[src/rtl/box_draw.sv]
// Rectangle rasteriser: writes an outlined (or, with BOX_DRAW_FILL_EN defined,
// optionally filled) box into a WIDTH x HEIGHT RGB frame buffer, one pixel per accepted write.
module box_draw #(
    parameter int WIDTH  = 768,
    parameter int HEIGHT = 512,
    parameter int ADDR_W = 19,
    parameter int PIX_W  = 24
) (
    input  logic                      CLOCK_50,
    input  logic                      reset,
    input  logic                      start,
    input  logic [$clog2(WIDTH)-1:0]  x_min,
    input  logic [$clog2(WIDTH)-1:0]  x_max,
    input  logic [$clog2(HEIGHT)-1:0] y_min,
    input  logic [$clog2(HEIGHT)-1:0] y_max,
    input  logic [PIX_W-1:0]          colour,
    input  logic                      fill,
    input  logic                      wr_ready,
    output logic                      wr_en,
    output logic [ADDR_W-1:0]         wr_addr,
    output logic [PIX_W-1:0]          wr_data,
    output logic                      busy,
    output logic                      done,
    output logic                      err
);

    localparam int XW = $clog2(WIDTH);
    localparam int YW = $clog2(HEIGHT);

`ifdef BOX_DRAW_FILL_EN
    typedef enum logic [2:0] {
        S_IDLE = 3'd0, S_TOP = 3'd1, S_BOTTOM = 3'd2, S_LEFT = 3'd3,
        S_RIGHT = 3'd4, S_FILL = 3'd5, S_DONE = 3'd6
    } state_t;
`else
    typedef enum logic [2:0] {
        S_IDLE = 3'd0, S_TOP = 3'd1, S_BOTTOM = 3'd2, S_LEFT = 3'd3,
        S_RIGHT = 3'd4, S_DONE = 3'd6
    } state_t;
    logic unused_fill_s;
    assign unused_fill_s = fill;
`endif

    state_t              state_q, state_d;
    logic [XW-1:0]       x_q, x_d, xmin_q, xmin_d, xmax_q, xmax_d;
    logic [YW-1:0]       y_q, y_d, ymin_q, ymin_d, ymax_q, ymax_d;
    logic                wr_en_q, wr_en_d, busy_q, busy_d, done_q, done_d, err_q, err_d;
    logic [ADDR_W-1:0]   wr_addr_q, wr_addr_d;
    logic [PIX_W-1:0]    wr_data_q, wr_data_d;
    logic                req_ok_s, advance_s, finish_s;

    function automatic logic [ADDR_W-1:0] pix_addr(input logic [XW-1:0] px, input logic [YW-1:0] py);
        pix_addr = ADDR_W'(py) * ADDR_W'(WIDTH) + ADDR_W'(px);
    endfunction

    assign req_ok_s  = (x_min <= x_max) && (y_min <= y_max) &&
                       (32'(x_max) < WIDTH) && (32'(y_max) < HEIGHT);
    assign advance_s = wr_en_q && wr_ready;

    // Next-state, next-pixel and output computation
    always_comb begin
        state_d   = state_q;
        x_d       = x_q;
        y_d       = y_q;
        xmin_d    = xmin_q;
        xmax_d    = xmax_q;
        ymin_d    = ymin_q;
        ymax_d    = ymax_q;
        wr_en_d   = wr_en_q;
        wr_data_d = wr_data_q;
        busy_d    = busy_q;
        done_d    = 1'b0;
        err_d     = 1'b0;
        finish_s  = 1'b0;
        case (state_q)
            S_IDLE: begin
                if (start && req_ok_s) begin
                    xmin_d    = x_min;
                    xmax_d    = x_max;
                    ymin_d    = y_min;
                    ymax_d    = y_max;
                    x_d       = x_min;
                    y_d       = y_min;
                    wr_data_d = colour;
                    wr_en_d   = 1'b1;
                    busy_d    = 1'b1;
`ifdef BOX_DRAW_FILL_EN
                    state_d   = fill ? S_FILL : S_TOP;
`else
                    state_d   = S_TOP;
`endif
                end else if (start) begin
                    state_d = S_DONE;
                    done_d  = 1'b1;
                    err_d   = 1'b1;
                end else begin
                    state_d = S_IDLE;
                end
            end
            S_TOP: begin
                if (!advance_s) begin
                    state_d = S_TOP;
                end else if (x_q != xmax_q) begin
                    x_d = x_q + XW'(1);
                end else if (ymin_q != ymax_q) begin
                    state_d = S_BOTTOM;
                    x_d     = xmin_q;
                    y_d     = ymax_q;
                end else begin
                    finish_s = 1'b1;
                end
            end
            S_BOTTOM: begin
                // Side columns exist only when at least one row lies between top and bottom
                if (!advance_s) begin
                    state_d = S_BOTTOM;
                end else if (x_q != xmax_q) begin
                    x_d = x_q + XW'(1);
                end else if ((ymax_q - ymin_q) >= YW'(2)) begin
                    state_d = S_LEFT;
                    x_d     = xmin_q;
                    y_d     = ymin_q + YW'(1);
                end else begin
                    finish_s = 1'b1;
                end
            end
            S_LEFT: begin
                if (!advance_s) begin
                    state_d = S_LEFT;
                end else if (y_q != ymax_q - YW'(1)) begin
                    y_d = y_q + YW'(1);
                end else if (xmin_q != xmax_q) begin
                    state_d = S_RIGHT;
                    x_d     = xmax_q;
                    y_d     = ymin_q + YW'(1);
                end else begin
                    finish_s = 1'b1;
                end
            end
            S_RIGHT: begin
                if (!advance_s) begin
                    state_d = S_RIGHT;
                end else if (y_q != ymax_q - YW'(1)) begin
                    y_d = y_q + YW'(1);
                end else begin
                    finish_s = 1'b1;
                end
            end
`ifdef BOX_DRAW_FILL_EN
            S_FILL: begin
                if (!advance_s) begin
                    state_d = S_FILL;
                end else if (x_q != xmax_q) begin
                    x_d = x_q + XW'(1);
                end else if (y_q != ymax_q) begin
                    x_d = xmin_q;
                    y_d = y_q + YW'(1);
                end else begin
                    finish_s = 1'b1;
                end
            end
`endif
            S_DONE: begin
                state_d = S_IDLE;
                wr_en_d = 1'b0;
                busy_d  = 1'b0;
            end
            default: begin
                state_d = S_IDLE;
                wr_en_d = 1'b0;
                busy_d  = 1'b0;
            end
        endcase
        if (finish_s) begin
            state_d = S_DONE;
            wr_en_d = 1'b0;
            busy_d  = 1'b0;
            done_d  = 1'b1;
        end else begin
            done_d = done_d;
        end
        wr_addr_d = pix_addr(x_d, y_d);
    end

    // State and output registers with synchronous reset
    always_ff @(posedge CLOCK_50) begin
        if (reset) begin
            state_q   <= S_IDLE;
            x_q       <= '0;
            y_q       <= '0;
            xmin_q    <= '0;
            xmax_q    <= '0;
            ymin_q    <= '0;
            ymax_q    <= '0;
            wr_en_q   <= 1'b0;
            wr_addr_q <= '0;
            wr_data_q <= '0;
            busy_q    <= 1'b0;
            done_q    <= 1'b0;
            err_q     <= 1'b0;
        end else begin
            state_q   <= state_d;
            x_q       <= x_d;
            y_q       <= y_d;
            xmin_q    <= xmin_d;
            xmax_q    <= xmax_d;
            ymin_q    <= ymin_d;
            ymax_q    <= ymax_d;
            wr_en_q   <= wr_en_d;
            wr_addr_q <= wr_addr_d;
            wr_data_q <= wr_data_d;
            busy_q    <= busy_d;
            done_q    <= done_d;
            err_q     <= err_d;
        end
    end

    assign wr_en   = wr_en_q;
    assign wr_addr = wr_addr_q;
    assign wr_data = wr_data_q;
    assign busy    = busy_q;
    assign done    = done_q;
    assign err     = err_q;

endmodule

[config.mk]
export PLATFORM = sky130hd
export DESIGN_NAME = box_draw
export DESIGN_NICKNAME = d
export VERILOG_FILES = /design/src/rtl/box_draw.sv
export SDC_FILE = /design/constraint.sdc
export NUM_CORES = 1
export LEC_CHECK = 0
export BUFFER_PORTS_ARGS = -buffer_cell sky130_fd_sc_hd__buf_4
export CAP_MARGIN = 5
export CORE_MARGIN = 4
export CORE_UTILIZATION = 41
export DETAILED_ROUTE_END_ITERATION = 10
export PLACE_DENSITY = 0.72
export SYNTH_ARGS = -nofsm -noshare
export SYNTH_HDL_FRONTEND = slang
export SYNTH_SLANG_ARGS = --single-unit
[constraint.sdc]
create_clock -name CLOCK_50 -period 5.8 [get_ports CLOCK_50]
set_input_delay 0.29 -clock CLOCK_50 [delete_from_list [all_inputs] [get_ports CLOCK_50]]
set_output_delay 0.29 -clock CLOCK_50 [all_outputs]
set_load 0.05 [all_outputs]
# == Word-level counts from Yosys, hierarchy flattened ==
# Cells that the tools add are included.
# totals
out_inout_bits,47
ff_bits,106
wordCells,115
input_bits,67
# op_classes
n_mul,1
n_lt_le_gt_ge,4
bitwise,1
eq_ne,23
add_sub_neg,6
reduce_logical,11
mux,56
# op_table
cell,n
$mux 9,12
$mux 10,10
$pmux 9 s5,1
$pmux 10 s4,1
$mux 3,13
$ne 4x4->1 const B,6
$ne 3x3->1 const B,7
$ne 10x10->1,2
$add 19x10->19,1
$add 9x1->9 const B,2
$ne 9x9->1,2
$mux 1,16
$pmux 3 s5,1
$reduce_and 7->1,2
$mul 9x2->11 const B,1
$add 10x1->10 const B,1
$le 10x10->1,1
$lt 10x10->1 const B,1
$ge 9x2->1 const B,1
$le 9x9->1,1
$sub 9x1->9 const B,1
$sub 9x9->9,1
$eq 3x2->1 const B,2
$logic_and 1x1->1,4
10 further kinds,12

# == Longest topological paths before layout ==
# depth
ltp_word,8
depth_mapped,28
mapped_depth_nobuf,26

# == Worst setup path before layout ==
# No wires, ideal clock.
# synth_timing
kind,register -> register
from,reg ymax_q[0]
to,"reg wr_addr_q[18], in the netlist wr_addr[18]"
arrival_ns,5.147
n_path_buf,1
path_stages_with_launch,28
required_time_ns,5.677
synth_period_minus_slack_ns,5.270
path_slack_ns,0.530
path_cell_list,dfxtp_1 buf_6 inv_1 ha_1 fa_1 nand2b_1 a21oi_1 mux2i_1 nand4_1 o31ai_1 nor3_1 nand2_1 o2111ai_1 a21oi_1 inv_1 ha_1 inv_1 fa_1 nor2b_1 o21ai_0 a21boi_0 o21a_1 o21a_1 or4b_1 nand2b_1 nor2_1 o211ai_2 mux2_1
# synth_between
elab_chain_len,8
elab_cells_between_ends,27
cone_classes,add/sub (3); mul (1); order compare (1); eq/ne (2); mux (20)
# synth_rtl
element,line_no,rtl
from (decl),46,"logic [YW-1:0] y_q, y_d, ymin_q, ymin_d, ymax_q, ymax_d;"
from (signal assigned),208,ymax_q <= ymax_d;
$sub 9x9->9,119,end else if ((ymax_q - ymin_q) >= YW'(2)) begin
$ge 9x2->1,119,
$mux 9,119,
$mux 9,117,end else if (x_q != xmax_q) begin
$mux 9,115,if (!advance_s) begin
$pmux 9 s5 (*),75,case (state_q)
net y_d[1],46,
$mul 9x2->11 (*),53,pix_addr = ADDR_W'(py) * ADDR_W'(WIDTH) + ADDR_W'(px);
$add 19x10->19 (*),53,
to (signal assigned),210,wr_addr_q <= wr_addr_d;
to (decl),48,"logic [ADDR_W-1:0] wr_addr_q, wr_addr_d;"
# Mark *: on every way through the listed nets, which the timed path passes. The rest lies on a longest branch.
# A chain may end at the register's enable or synchronous reset.

# == Worst setup path after layout ==
# Ends and elaborated chain as after synthesis.

==> results.yml <==
placement:
  dpl.hpwl_um: 17400
  numPortBuffers: 112
  dp_cells: 1345
  place_ws_ns: 0.0556
  gp_congestion: 0.959
die:
  num_io_pins: 114
  die_h_um: 143
  core_um2: 17900
  die_area_um2: 20400
  start_util_pct: 41.7
  rows: 49
  die_w_um: 143
power_and_ir_drop:
  pwr-share-clk_pct: 20.7
  p_comb_share_pct: 51.3
  p_int_mw: 1.70
  ir_drop_uv: 154
  p_per_area_nw_per_um2: 335
  seqPwrFrac_pct: 28.1
  leakage_nw: 3.74
  switching_share_pct: 43.7
  p_sw_mw: 1.32
yosys:
  yosysWarnings: 0
  yosysUniqueCellTypes: 79
  synth_flop_cell: "dfxtp_1"
  async_flop_share_pct: 0
  netlist_area_um2: 7460
  synth_edf_count: 0
  synth-seq-cells: 98
  syn_avg_cell_area_um2: 7.26
  syn_inst: 1028
  seq_area_frac_synth_pct: 26.3
  syn_nets: 1141
critical_path:
  critical_path_class: "register to register"
  reg2reg_setup_slack_ns: 0.36
  startpoint_type: "register"
  crit_required_ns: 6.05
  max_stage_delay_ns: 0.48
  cp-end-kind: "register"
  cp-startpoint: "ymax_q[0]"
  r2r_start: "ymax_q[0]"
  timing.rr.end: "wr_addr[18]"
  reg2regPathDepth: 27
  slowest_stage: "or4b_1"
  cp_max_fo: 3
  arrival_ns: 5.68
global_routing:
  grt_pass1_wl_um: 37000
  grtUsageTotal_pct: 22.3
  grt_overflow: 0
  grt_pass1_vias: 7409
  grt_max_degree: 99
  antenna_found_initial: 0
route:
  drc: 0
  via_per_inst: 5.74
  drt_iter0_drc: 698
  num_vias: 7845
  first_pass_iters: 6
  postRouteAntennaNets: 0
  drt_wl_total_um: 23400
  wl_per_cell_um: 17.1
timing:
  finalSetupViolCount: 0
  worstMarginPinSlew_ns: 1.08
  fmax_ghz: 0.184
  relSlewSlack_pct: 28.0
  grt_setup_unrepaired: "false"
  whs_ns: 0.174
  post-route-min-period_ns: 5.44
  hold_violations: 0
  report.final.slew_viol_count: 0
  finalCritPeriodShare_pct: 93.7
  layout_setup_ws_ns: 0.364
  fin_setup_tns_ns: 0
  skew_ns: 0.0127
final_layout:
  drive_gt1_share_pct: 18.4
  layout_commonest_cell: "nand2_1"
  fin_nets: 1246
  diodes: 0
  final_cell_count_no_fill: 1367
  final_cell_mix: "nand2_1, buf_4, a21oi_1"
  syn2layout_area_growth_pct: 21.0
clock_network:
  clock_sinks: 98
  root_buffer: "clkbuf_16"
  cts.clk_slew.worst_paths_ns: 0.08
  insertion_delay_ns: 0.36
  clockBufferDepth: 2
  tritoncts: "yes"
  cts_max_level: 3
  cts_made_buffers: 9
  ctsHoldBuffers: 0
min_path:
  holdCritStartpoint: "colour[18]"
  min_delay_path_depth: 3
  min_path_type: "primary input to register"
  min_to: "wr_data[18]"
flow_run:
  drv_cap: 0
outcome:
  status: "finished, final reports clean"
==> routing by layer <==
metal  global-route usage, %  up-vias  wire length (um)
met5                       0        -                 0
met2                    37.3      316             11000
met4                    9.40        0               856
met1                    28.0     3668              9880
met3                    4.35       59              1630
li1                        -     3802                 -
==> flip-flops by register name (all words and copies together), names as in the netlist, 3 cells and up, named ones only <==
signal / cells
ymax_q: 9
wr_data: 24
xmax_q: 10
state_q: 3
y_q: 9
xmin_q: 10
ymin_q: 9
wr_addr: 11
==> cell families (layout without fill, tap and decap cells) <==
kind of cell	after synthesis	count (layout)	share of synthesized area [%]
muxes	16	16	2.20
AOI/OAI and AO/OA	300	301	25.5
DFF	98	98	26.3
xor gates and xnor gates	58	58	6.81
buffers and inverters	127	236	7.30
adders and majority gates	46	46	8.02
and+or+nand+nor	383	383	23.9
==> power by group through the flow <==
stage | Clock, mW | Combinational (mW) | Sequential, mW
after floorplan | 0 | 0.919 | 0.964
after CTS | 0.639 | 1.48 | 0.847
final | 0.625 | 1.55 | 0.849
after global placement | 0 | 1.45 | 0.860
after detailed placement | 0 | 1.47 | 0.862
after global routing | 0.667 | 1.68 | 0.860
==> synthesized netlist by cell type (all sizes together) (5+ instances only) <==
cell    instances  share of area (%)
buf            25                2.2
nor3           21                1.6
nor2           64                3.2
nand2         187                9.4
o21a            8               0.81
a211oi         10                1.2
o211ai         13                1.4
inv            56                2.8
mux2i          13                1.7
clkbuf         45                2.3
a22oi           5               0.57
o31ai           5               0.57
xnor2          35                4.1
ha             43                7.2
nand3          24                1.7
and3            6               0.57
o22ai           8               0.75
a21oi         127                8.5
nand2b         14                1.2
nor4            7               0.67
and2           10               0.84
nor2b          18                1.5
a21o           11                1.1
xor2           23                2.7
dfxtp          98                 26
a31oi           9               0.75
o21ai          60                4.0
nand4          16                1.3
a221oi         10                1.2
==> through the flow <==
| stage | util [%] | total power [mW] | instance area (um2) |
|---|---|---|---|
| CTS | 49.9 | 2.96 | 8920 |
| global route | 50.4 | 3.21 | 9020 |
| detailed placement | 48.1 | 2.33 | 8620 |
| floorplan | - | 1.88 | 7460 |
| finish | 50.4 | 3.02 | 9020 |
| global placement | 48.1 | 2.31 | 8620 |
==> worst max path at each step <==
stage	end	slack [ns]	depth (start not counted)
detailed placement	wr_addr[18]	0.06	26
global placement	wr_addr[18]	0.20	26
CTS	wr_addr[18]	0.02	26
floorplan	wr_addr[18]	0.53	27
global route	wr_addr[18]	0.03	27
finish	wr_addr[18]	0.36	27
==> critical path: cells and delay by family, from the launching register on <==
family          cells  cell delay (ns)
buf+inv             4             0.41
xor+xnor            1             0.17
flops               1             0.34
compound gates     11             1.67
mux                 1             0.30
simple gates        6             1.17
fa+ha+maj           4             1.26
==> final cells by class <==
| type | instances | area (um2) |
|---|---|---|
| Clock buffer | 11 | 243 |
| Clock inverter | 5 | 62.6 |
| Fill cell | 1806 | 8880 |
| Inverter | 57 | 214 |
| Multi-Input combinational cell | 804 | 5030 |
| Sequential cell | 98 | 1960 |
| Tap cell | 229 | 287 |
| Timing Repair Buffer | 163 | 1230 |
==> what timing repair did <==
action	in CTS	in global routing
endpoints found under the setup margin	0	3
resized for setup	0	13
buffers inserted	0	5
Power figures use the tool's default switching activity.
